[src/rtl/vote_pkg.sv]
// Shared definitions for the voting machine: display FSM states and the
// default candidate/count sizing used by the counter bank and display.
package vote_pkg;

  typedef enum logic [1:0] {
    VOTE_IDLE,
    VOTE_FLASH,
    RESULT
  } disp_state_t;

  localparam int unsigned DEF_NUM_CANDIDATES = 4;
  localparam int unsigned DEF_COUNT_W        = 8;

endpackage

[src/rtl/vote_leader_find.sv]
// Combinational argmax over the packed count bus: lowest index holding the
// maximum, plus a flag when that maximum is shared.
module vote_leader_find #(
  parameter int unsigned NUM_CANDIDATES = vote_pkg::DEF_NUM_CANDIDATES,
  parameter int unsigned COUNT_W        = vote_pkg::DEF_COUNT_W,
  parameter int unsigned IDX_W          = $clog2(NUM_CANDIDATES)
) (
  input  logic [NUM_CANDIDATES*COUNT_W-1:0] counts,
  output logic [IDX_W-1:0]                  leader_idx,
  output logic                              tie
);

  logic [COUNT_W-1:0] max_val;

  // A strictly greater count clears any tie seen so far; equality keeps the
  // earlier (lower) index as leader.
  always_comb begin
    max_val    = counts[COUNT_W-1:0];
    leader_idx = '0;
    tie        = 1'b0;
    for (int unsigned i = 1; i < NUM_CANDIDATES; i++) begin
      if (counts[i*COUNT_W +: COUNT_W] > max_val) begin
        max_val    = counts[i*COUNT_W +: COUNT_W];
        leader_idx = IDX_W'(i);
        tie        = 1'b0;
      end else if (counts[i*COUNT_W +: COUNT_W] == max_val) begin
        tie = 1'b1;
      end
    end
  end

endmodule

[src/rtl/vote_display_ctrl.sv]
// LED/display controller: vote flash stretching in voting mode, selectable or
// auto-scanned count display in result mode, and registered leader/tie report.
module vote_display_ctrl #(
  parameter int unsigned NUM_CANDIDATES = vote_pkg::DEF_NUM_CANDIDATES,
  parameter int unsigned COUNT_W        = vote_pkg::DEF_COUNT_W,
  parameter int unsigned FLASH_CYCLES   = 50_000_000,
  parameter int unsigned SCAN_CYCLES    = 100_000_000,
  parameter int unsigned IDX_W          = $clog2(NUM_CANDIDATES)
) (
  input  logic                              clock,
  input  logic                              reset,
  input  logic                              mode,
  input  logic                              valid_vote_casted,
  input  logic [NUM_CANDIDATES*COUNT_W-1:0] candidate_votes,
  input  logic [NUM_CANDIDATES-1:0]         candidate_button_press,
  input  logic                              scan_enable,
  output logic [COUNT_W-1:0]                leds,
  output logic [IDX_W-1:0]                  selected_idx,
  output logic [IDX_W-1:0]                  leader_idx,
  output logic                              tie
);
  import vote_pkg::*;

  localparam int unsigned FLASH_W = (FLASH_CYCLES > 1) ? $clog2(FLASH_CYCLES) : 1;
  localparam int unsigned SCAN_W  = (SCAN_CYCLES > 1) ? $clog2(SCAN_CYCLES) : 1;
  localparam logic [FLASH_W-1:0] FLASH_LOAD = FLASH_W'(FLASH_CYCLES - 1);
  localparam logic [SCAN_W-1:0]  SCAN_LAST  = SCAN_W'(SCAN_CYCLES - 1);
  localparam logic [IDX_W-1:0]   IDX_LAST   = IDX_W'(NUM_CANDIDATES - 1);

  disp_state_t        state, state_n;
  logic [FLASH_W-1:0] flash_cnt, flash_cnt_n;
  logic [SCAN_W-1:0]  scan_cnt, scan_cnt_n;
  logic [IDX_W-1:0]   sel_n, press_idx, lead_c;
  logic               press_any, tie_c;
  logic [COUNT_W-1:0] sel_count, leds_n;

  vote_leader_find #(
    .NUM_CANDIDATES (NUM_CANDIDATES),
    .COUNT_W        (COUNT_W),
    .IDX_W          (IDX_W)
  ) u_leader (
    .counts     (candidate_votes),
    .leader_idx (lead_c),
    .tie        (tie_c)
  );

  always_comb begin
    press_idx = '0;
    press_any = 1'b0;
    for (int unsigned i = 0; i < NUM_CANDIDATES; i++) begin
      if (candidate_button_press[i] && !press_any) begin
        press_idx = IDX_W'(i);
        press_any = 1'b1;
      end
    end
  end

  // Mode wins over vote strobes; entering RESULT resets selection and timers
  // and ignores any press landing on the entry cycle.
  always_comb begin
    state_n     = state;
    flash_cnt_n = flash_cnt;
    scan_cnt_n  = scan_cnt;
    sel_n       = selected_idx;
    if (mode) begin
      state_n = RESULT;
      if (state != RESULT) begin
        sel_n       = '0;
        scan_cnt_n  = '0;
        flash_cnt_n = '0;
      end else if (press_any) begin
        sel_n      = press_idx;
        scan_cnt_n = '0;
      end else if (scan_enable) begin
        if (scan_cnt == SCAN_LAST) begin
          scan_cnt_n = '0;
          sel_n      = (selected_idx == IDX_LAST) ? '0 : selected_idx + 1'b1;
        end else begin
          scan_cnt_n = scan_cnt + 1'b1;
        end
      end
    end else if (valid_vote_casted) begin
      state_n     = VOTE_FLASH;
      flash_cnt_n = FLASH_LOAD;
    end else if (state == VOTE_FLASH) begin
      if (flash_cnt == '0) state_n = VOTE_IDLE;
      else                 flash_cnt_n = flash_cnt - 1'b1;
    end else begin
      state_n = VOTE_IDLE;
    end
  end

  always_comb begin
    sel_count = '0;
    for (int unsigned i = 0; i < NUM_CANDIDATES; i++) begin
      if (sel_n == IDX_W'(i)) sel_count = candidate_votes[i*COUNT_W +: COUNT_W];
    end
    case (state_n)
      VOTE_FLASH: leds_n = '1;
      RESULT:     leds_n = sel_count;
      default:    leds_n = '0;
    endcase
  end

  always_ff @(posedge clock) begin
    if (reset) begin
      state        <= VOTE_IDLE;
      flash_cnt    <= '0;
      scan_cnt     <= '0;
      selected_idx <= '0;
      leds         <= '0;
      leader_idx   <= '0;
      tie          <= 1'b0;
    end else begin
      state        <= state_n;
      flash_cnt    <= flash_cnt_n;
      scan_cnt     <= scan_cnt_n;
      selected_idx <= sel_n;
      leds         <= leds_n;
      leader_idx   <= lead_c;
      tie          <= tie_c;
    end
  end

endmodule

[config.mk]
export PLATFORM = sky130hd
export DESIGN_NAME = vote_display_ctrl
export DESIGN_NICKNAME = d
export VERILOG_FILES = /design/src/rtl/vote_pkg.sv /design/src/rtl/vote_leader_find.sv /design/src/rtl/vote_display_ctrl.sv
export SDC_FILE = /design/constraint.sdc
export NUM_CORES = 1
export LEC_CHECK = 0
export CAP_MARGIN = 15
export CORE_UTILIZATION = 47
export DETAILED_ROUTE_END_ITERATION = 10
export GPL_ROUTABILITY_DRIVEN = 0
export PLACE_DENSITY = 0.71
export SYNTH_ARGS = -nofsm -noshare
export SYNTH_HDL_FRONTEND = slang
export SYNTH_SLANG_ARGS = --single-unit
[constraint.sdc]
create_clock -name clock -period 12.01 [get_ports clock]
set_input_delay 2.402 -clock clock [delete_from_list [all_inputs] [get_ports clock]]
set_output_delay 2.402 -clock clock [all_outputs]
set_load 0.03 [all_outputs]
# Word level (Yosys, flattened, before mapping)
# Cells that the tools add are included.
# word_totals
regBits,68
output_inout_bits,13
wordCells,81
# op_classes
eq_ne,14
n_reduce_logical,13
n_addsub,3
magnitude_cmp,3
mux,41
# op_table
cell,n
$mux W26,5
$mux W27,4
$mux W8,6
$mux W2,14
$add A27 B1 Y27 const B,1
$eq A27 B27 Y1 const B,1
$logic_not A26 Y1,1
$sub A26 B1 Y26 const B,1
$eq A8 B8 Y1,3
$gt A8 B8 Y1,3
$pmux W8 S2,1
$mux W1,11
$eq A2 B2 Y1 const B,4
$eq A2 B1 Y1 const B,3
$reduce_bool A3 Y1,2
$logic_and A1 B1 Y1,3
$logic_not A1 Y1,3
$ne A3 B3 Y1 const B,1
$reduce_and A3 Y1,1
$add A2 B1 Y2 const B,1
$logic_not A2 Y1,1
$ne A2 B1 Y1 const B,1
$ne A2 B2 Y1 const B,1
$reduce_and A2 Y1,1
$reduce_or A2 Y1,1

# Depth between registers and ports, before layout
# Gate-level depths: netlist of the first run.
# logic_depth
depth_word,19
mapped_depth,23

# By module
# A second synthesis of the first run with hierarchy kept.
# hier_totals
cells_unflattened,554
area_unflattened_um2,4642.0
# modules_own_cells
mod,seq_area_each_um2,area_per_inst_um2,cells_per_inst,instances
vote_display_ctrl,1361.3,3607.2,423,1
vote_leader_find,0.0,1034.7,131,1

# Worst setup path before layout of the first run
# Ideal clock, no wire load.
# synth_timing
kind,input to register
from,input candidate_votes[1]
to,register leader_idx[0]
arrival_ns,6.611
setup_time_ns,0.115
n_path_buf,0
path_slack_ns,5.284
cell_stages,22
path_cell_list,inv_1 -> ha_1 -> nor2b_1 -> o21a_1 -> o21ai_0 -> a211oi_1 -> o21ai_2 -> mux2_2 -> ha_1 -> nor2b_1 -> o21a_1 -> o21a_1 -> o21ai_0 -> a211oi_2 -> mux2_2 -> ha_1 -> nor2b_1 -> o21a_1 -> o21a_1 -> o21bai_1 -> a21oi_1 -> o21a_1
# synth_between
elab_chain_len,6
word_cells_on_any_way,8
# synth_rtl
element,line_no,rtl
start: declaration,vote_display_ctrl.sv:14,"input logic [NUM_CANDIDATES*COUNT_W-1:0] candidate_votes,"
$gt A8 B8 Y1,vote_leader_find.sv:22,if (counts[i*COUNT_W +: COUNT_W] > max_val) begin
$mux W8,vote_leader_find.sv:22,
$gt A8 B8 Y1,vote_leader_find.sv:22,
$mux W8,vote_leader_find.sv:22,
$gt A8 B8 Y1,vote_leader_find.sv:22,
$mux W2 (*),vote_leader_find.sv:22,
end signal: assignment,vote_display_ctrl.sv:120,leader_idx <= lead_c;
end: declaration,vote_display_ctrl.sv:19,"output logic [IDX_W-1:0] leader_idx,"
# Mark *: on every way between the ends. The rest lies on a longest branch, timed or not.
# A chain may end at the register's enable or synchronous reset.

# Worst setup path in the final report of the first run
# Ends and elaborated chain as after synthesis.

==> key figures, run 1 <==
Clock tree
  • CTS tree: yes
  • Clock Path Buffers: 2
  • Setup repair bufs after CTS: 0
  • CTS Root Buffer Type: clkbuf_8
  • Reg clk slew, reported paths: 0.08 ns
  • TritonCTS buffer count: 9
  • Post-CTS sizing: 0
  • Clk_lat worst skew: 0.34 ns
  • CTS H-tree lvls: 3
  • CTS sink count: 68
  • Hold_buf cts: 0

Timing
  • Total Neg Setup Slack: 0 ns
  • Slew HR: 34.0%
  • Hold Vio Cnt, Final: 0
  • Fmax: 0.134 GHz
  • Hold Slack: 0.466 ns
  • Final WS setup: 4.55 ns
  • Worst Tran Pin Value: 0.984 ns
  • Final setup viols: 0
  • Period Utilization, post-route: 62.1%
  • RSZ-0062 raised after global routing: no
  • Final Slew Violations: 0
  • Period minus WS final: 7.46 ns
  • Clock Skews: roughly 0.012 ns

Setup path
  • Crit end category: register
  • Crit Path Max Fanout: 10
  • Crit path kind: in -> reg
  • Flop2flop setup slack: roughly 8.8 ns
  • Startpoint types: input port
  • Cells on worst reg2reg path: 8
  • WP data required: ~12 ns
  • WP data arrival: between 7 and 8 ns
  • Reg2reg end: leds[7]
  • R2R Path Start: flash_cnt[16]

Floorplan
  • Die ar.: 9280 sq um
  • Initial core utilization: 48.2%
  • Core ar.: 8680 sq um
  • Ports: 54
  • Rows: 34
  • Chip height: 96.3 microns
  • Die width: a little under 100 microns

Routing
  • Detailed-route DRC error count: 0
  • 1st-iter DRT viols: 223
  • DR pass1 iterations: 5
  • Routed WL: approximately 10000 microns
  • Vias: 3740
  • Routed Antenna Nets: 0
  • Vias/cell: between 5 and 6
  • Wirelength per Cell: ~15 microns

Global routing
  • Global-route wire length before repair: 16100 microns
  • Total GRT Usage: 22.6%
  • Total grt overflow: 0
  • Antenna violations before repair: 0
  • Vias in the first global route: roughly 3500
  • Largest net degree at the start of global routing: 28

Layout
  • # nets final: 616
  • Fill cells: 801
  • Most frequent cells in the layout: nor2_1 (71), dfxtp_1 (68), clkdlybuf4s50_1 (53)
  • Commonest non-fill, non-tap cell in the layout: nor2_1
  • Layout cells sized above 1: 8.20%
  • Register area: 1360 sq um
  • Ant diodes: 0
  • Layout overhead on the synthesized area: 19.6%
  • Fin cells: roughly 660
  • Multi-input gate area: 2630 sq um

Synth
  • EDFF count, synth: 0
  • Mean Syn Cell Area: 8.45 sq um
  • Share of synthesized area occupied by flip-flops and latches: about 33%
  • Area of the mapped netlist: 4180 sq um
  • Mapped Nets: approximately 570
  • Predominant post-synthesis flop cell: dfxtp_1
  • Asr flop ratio synth: 0%
  • Syn Inst Count: 495
  • Synth unique cells: 64
  • Ys Warns: 0
  • Synthesized flop and latch total: 68

Placement
  • Cell count after placement: 642
  • Port Buffers: 53
  • Pre-CTS WS: about 4.2 ns
  • Post-DP HPWL: 7460 microns

Power
  • LEAKAGE: 0.00200 uW
  • Total chip power: roughly 600 uW
  • Power density over the cells: 122 nW/um^2
  • Max VDD drop: ~0.00007 V

Hold path
  • Hold Path Class: reg -> reg
  • Critical hold path startpoint: flash_cnt[15]
  • Worst hold endpoint: flash_cnt[15]
  • Hold Crit Depth: 2

Job
  • Max Cap Viol: 0

Run status
  • Outcome: finished clean
[critical path, cell delays in order]
cell	delay (ns)
clkdlybuf4s50_1	0.50
inv_1	0.06
ha_1	0.31
nor2b_1	0.14
o21a_1	0.16
o21ai_0	0.17
a211oi_1	0.11
o21ai_2	0.50
mux2_2	0.42
ha_1	0.19
nor2b_1	0.12
o21a_1	0.12
o21a_1	0.10
o21ai_0	0.11
a211oi_2	0.68
mux2_2	0.41
ha_1	0.28
nor2b_1	0.14
o21a_1	0.17
o21a_1	0.17
o21bai_1	0.12
a21oi_1	0.10
o21a_1	0.20
[metal layers]
metal | vias up | global-route usage [%] | part of all wire (%)
met4 | 0 | 7.48 | 1.5
li1 | 1861 | - | -
met1 | 1750 | 29.7 | 47
met5 | - | 0 | 0
met2 | 116 | 36.5 | 45
met3 | 13 | 4.90 | 6.1
[worst max-delay path by stage]
stage / startpoint / end / slack [ns] / cells after the start
after floorplan: candidate_votes[1] / leader_idx[0] / 5.28 / 22
after global placement: candidate_votes[1] / leader_idx[0] / 4.44 / 23
after detailed placement: candidate_votes[1] / leader_idx[0] / 4.20 / 23
after CTS: candidate_votes[1] / leader_idx[0] / 4.56 / 23
after global routing: candidate_votes[1] / leader_idx[0] / 4.18 / 23
final: candidate_votes[1] / leader_idx[0] / 4.55 / 23
[layout make-up]
type                       count  area share, %
clock buffer                  11           3.03
clock inverter                 4           1.45
timing repair buffer          53           10.6
multi-input combinational    381           52.6
inverter                      32           2.40
sequential                    68           27.2
tap                          108           2.70
[cell usage after synthesis (all sizes together) (3+ instances only)]
master  instances  area, sq um
clkbuf          6         22.5
mux2           10          113
nor3           19          100
xnor2          17          149
a21oi          24          120
dfxtp          68         1360
o221ai          8         70.1
nand4          12         75.1
mux2i          24          240
nand2          22         82.6
a21o            4         30.0
o21ai          33          169
and3            9         56.3
nand2b          3         18.8
and2            3         18.8
nor4            6         80.1
ha             30          375
inv            32          120
o21a            7         52.6
or2             3         18.8
or4             3         30.0
nor2           72          273
nor2b           3         18.8
nand3          17         85.1
xor2           16          140
buf             8         46.3
a31oi           4         25.0
or3             6         45.0
[cells by family after synthesis]
logic type,share of synthesized area (%)
compound gates,14.7
xor+xnor,6.91
fa+ha+maj,8.97
buf+inv,4.52
flops,32.5
mux,8.44
simple gates,23.9
[per-stage QoR]
| step | cell area, sq um | util (%) |
|---|---|---|
| floorplan | 4180 | - |
| global placement | 4780 | 55.1 |
| detailed placement | 4780 | 55.1 |
| CTS | 5000 | 57.7 |
| global route | 5000 | 57.7 |
| finish | 5000 | 57.7 |
[power by group]
| part | switching (uW) | internal (uW) |
|---|---|---|
| Sequential | 7.46 | 235 |
| Clock | 88.7 | 127 |
| Combinational | 83.4 | 70.0 |
[flip-flops by register name, summed over array words and instances (netlist names)]
register / count
scan_cnt: 27
flash_cnt: 26
leds: 8
leader_idx: 2
selected_idx: 2
state: 2
tie: 1
Note: power is estimated with default switching activity, not from simulation.
==> run 2, diff against run 1 <==
==> constraint.sdc (replaced) <==
create_clock -name clock -period 7.05 [get_ports clock]
set_input_delay 1.41 -clock clock [delete_from_list [all_inputs] [get_ports clock]]
set_output_delay 1.41 -clock clock [all_outputs]
set_load 0.03 [all_outputs]
==> run 2 against run 1 <==
Via count rose by 0.24%. Clock power is 100% higher. Register-to-register slack got worse by 4.9 ns. Total power is 82% higher. Sequential share of layout area is 0.30 points lower. First-iteration DRC count is 11% lower. Sequential power rose by 71%. Clock skew is 0.0033 ns higher. Hold slack worse by 0.0017 ns. Die area is the same. Non-clock buffer count is 1 higher. Critical path depth is 1 lower.
==> key figures, run 2 (synthesis gave the netlist of run 1 again) <==
Floorplan
  • Initial core utilization: a little under 50%
  • Core ar.: 8680 sq um
  • Rows: 34
  • Ports: 54
  • Die ar.: 9280 sq um
  • Chip height: 96.3 microns
  • Die width: 96.3 microns

Layout
  • Commonest non-fill, non-tap cell in the layout: nor2_1
  • Fill cells: 811
  • Layout cells sized above 1: 8.53%
  • Reg with most FFs: scan_cnt
  • Most frequent cells in the layout: nor2_1 (71), dfxtp_1 (68), clkdlybuf4s50_1 (53)
  • Ant diodes: 0
  • Layout overhead on the synthesized area: 20.9%
  • Top Registers: scan_cnt x27, flash_cnt x26, leds x8
  • Finished Core Util: 58.3%
  • Max reg flops: 27
  • Fin cells: roughly 660
  • # nets final: just over 600

Clock tree
  • Post-CTS sizing: 0
  • Clk_lat worst skew: 0.35 ns
  • CTS Root Buffer Type: clkbuf_8
  • CTS sink count: 68
  • Setup repair bufs after CTS: 0
  • CTS H-tree lvls: 3
  • Clock Path Buffers: 2
  • TritonCTS buffer count: 9
  • Reg clk slew, reported paths: 0.08 ns
  • Hold_buf cts: 0
  • CTS tree: yes

Power
  • Clk pwr share: around two fifths
  • Net Sw Frac: roughly 28%
  • Max VDD drop: between 0.0001 and 0.00015 V
  • Combinational Power Share: between 20% and 30%
  • Power density over the cells: 219 nW/um^2
  • Psw: 309 uW
  • Register share of total power: between 30% and 40%
  • Internal power: 801 uW
  • LEAKAGE: a little over 0.002 uW

Global routing
  • Grt met3 use: 5.06%
  • Total grt overflow: 0
  • GR Layer Usage met1: approximately 30%
  • Global-route wire length before repair: ~16000 microns
  • Met2 Use GR: 35.4%
  • Largest net degree at the start of global routing: 28
  • Antenna violations before repair: 0
  • Most Used Layer, Global Route: met2
  • Total GRT Usage: 22.4%
  • Vias in the first global route: 3514

Setup path
  • WP data arrival: ~6.4 ns
  • Crit end category: register
  • Flop2flop setup slack: 3.83 ns
  • WP data required: 7.30 ns
  • Crit path kind: in -> reg
  • Startpoint types: input port
  • Crit Path Max Fanout: 10

Hold path
  • Hold Path Class: reg -> reg

Routing
  • DR pass1 iterations: 5
  • Detailed-route DRC error count: 0
  • 1st-iter DRT viols: 199
  • Vias: 3749
  • Routed Antenna Nets: 0
  • Vias/cell: 5.69
  • Routed WL: 9940 microns
  • Wirelength per Cell: 15.1 microns

Timing
  • RSZ-0062 raised after global routing: no
  • Fmax: about 0.16 GHz
  • Hold Vio Cnt, Final: 0
  • Final Slew Violations: 0
  • Slew HR: 32.7%
  • Total Neg Setup Slack: 0 ns
  • Worst Tran Pin Value: 1.00 ns
  • Clock Skews: 0.0154 ns
  • Period minus WS final: slightly above 6 ns
  • Period Utilization, post-route: 87.4%
  • Final setup viols: 0

Placement
  • Port Buffers: 53
  • Cell count after placement: 643
  • Post-DP HPWL: roughly 7500 microns

Run status
  • Outcome: finished clean

Job
  • Max Cap Viol: 0
[run 2: cell types whose count changed in the layout (fill, tap and decap cells not counted), sizes merged]
cell / delta
bufinv: +2
buf: +1
clkbuf: -1
clkinvlp: -1
inv: +1
[run 2: worst paths after layout]
| path | from | endpoint | cells after the start |
|---|---|---|---|
| worst max-delay path | candidate_votes[1] | leader_idx[0] | 22 |
| worst min-delay path | flash_cnt[19] | flash_cnt[19] | 2 |
| worst max register to register | flash_cnt[20] | leds[2] | 8 |
| worst min register to register | flash_cnt[19] | flash_cnt[19] | 2 |
[run 2: area by class of cell]
| class | count | area [sq um] | share of cell area [%] |
|---|---|---|---|
| multi-input cells | 381 | 2630 | 52.0 |
| clock inverters | 6 | 134 | 2.65 |
| clock buffers | 10 | 138 | 2.72 |
| well taps | 108 | 135 | 2.67 |
| repair buffers | 54 | 538 | 10.6 |
| flip-flops and latches | 68 | 1360 | 26.9 |
| inverters | 32 | 120 | 2.37 |
[run 2: power groups by stage]
stage	registers (uW)	logic [uW]	clock network (uW)
CTS	412	260	442
global route	415	289	460
detailed placement	421	259	0
global placement	421	252	0
finish	413	261	436
floorplan	429	174	0
[run 2: through the flow]
stage / worst slack (ns) / total power, uW / cell area, sq um / hold slack, ns
final: 0.887 / 1110 / 5060 / 0.464
after global routing: 0.609 / 1160 / 5060 / 0.497
after CTS: 0.922 / 1110 / 5060 / 0.466
after detailed placement: 0.537 / 680 / 4790 / 0.452
after global placement: 0.694 / 673 / 4790 / 0.440
after floorplan: 1.32 / 603 / 4180 / 0.425
[run 2: layer usage]
layer | up-vias | part of all wire, %
li1 | 1865 | -
met1 | 1760 | 47
met2 | 111 | 44
met3 | 13 | 6.6
met4 | 0 | 1.7
met5 | - | 0
[run 2: worst max-delay path: stages]
cell             delay (ns)
clkdlybuf4s50_1        0.51
inv_1                  0.06
ha_1                   0.31
nor2b_1                0.14
o21a_1                 0.16
o21ai_0                0.13
a211oi_1               0.10
o21ai_2                0.24
mux2_2                 0.38
ha_1                   0.18
nor2b_1                0.11
o21a_1                 0.11
o21a_1                 0.11
o21ai_0                0.13
a211oi_2               0.76
mux2_2                 0.42
ha_1                   0.29
a21o_1                 0.16
a21o_1                 0.17
a21oi_1                0.21
a21oi_1                0.14
o21a_1                 0.19
==> run 3, diff against run 2 <==
--- a/config.mk
+++ b/config.mk
@@ -7,6 +7,7 @@
 export LEC_CHECK = 0
 export CAP_MARGIN = 15
 export CORE_UTILIZATION = 47
+export CTS_CLUSTER_DIAMETER = 100
 export DETAILED_ROUTE_END_ITERATION = 10
 export GPL_ROUTABILITY_DRIVEN = 0
 export PLACE_DENSITY = 0.71
==> results of run 3 <==
Final layout, timing and power as in run 2 (identical DEF).
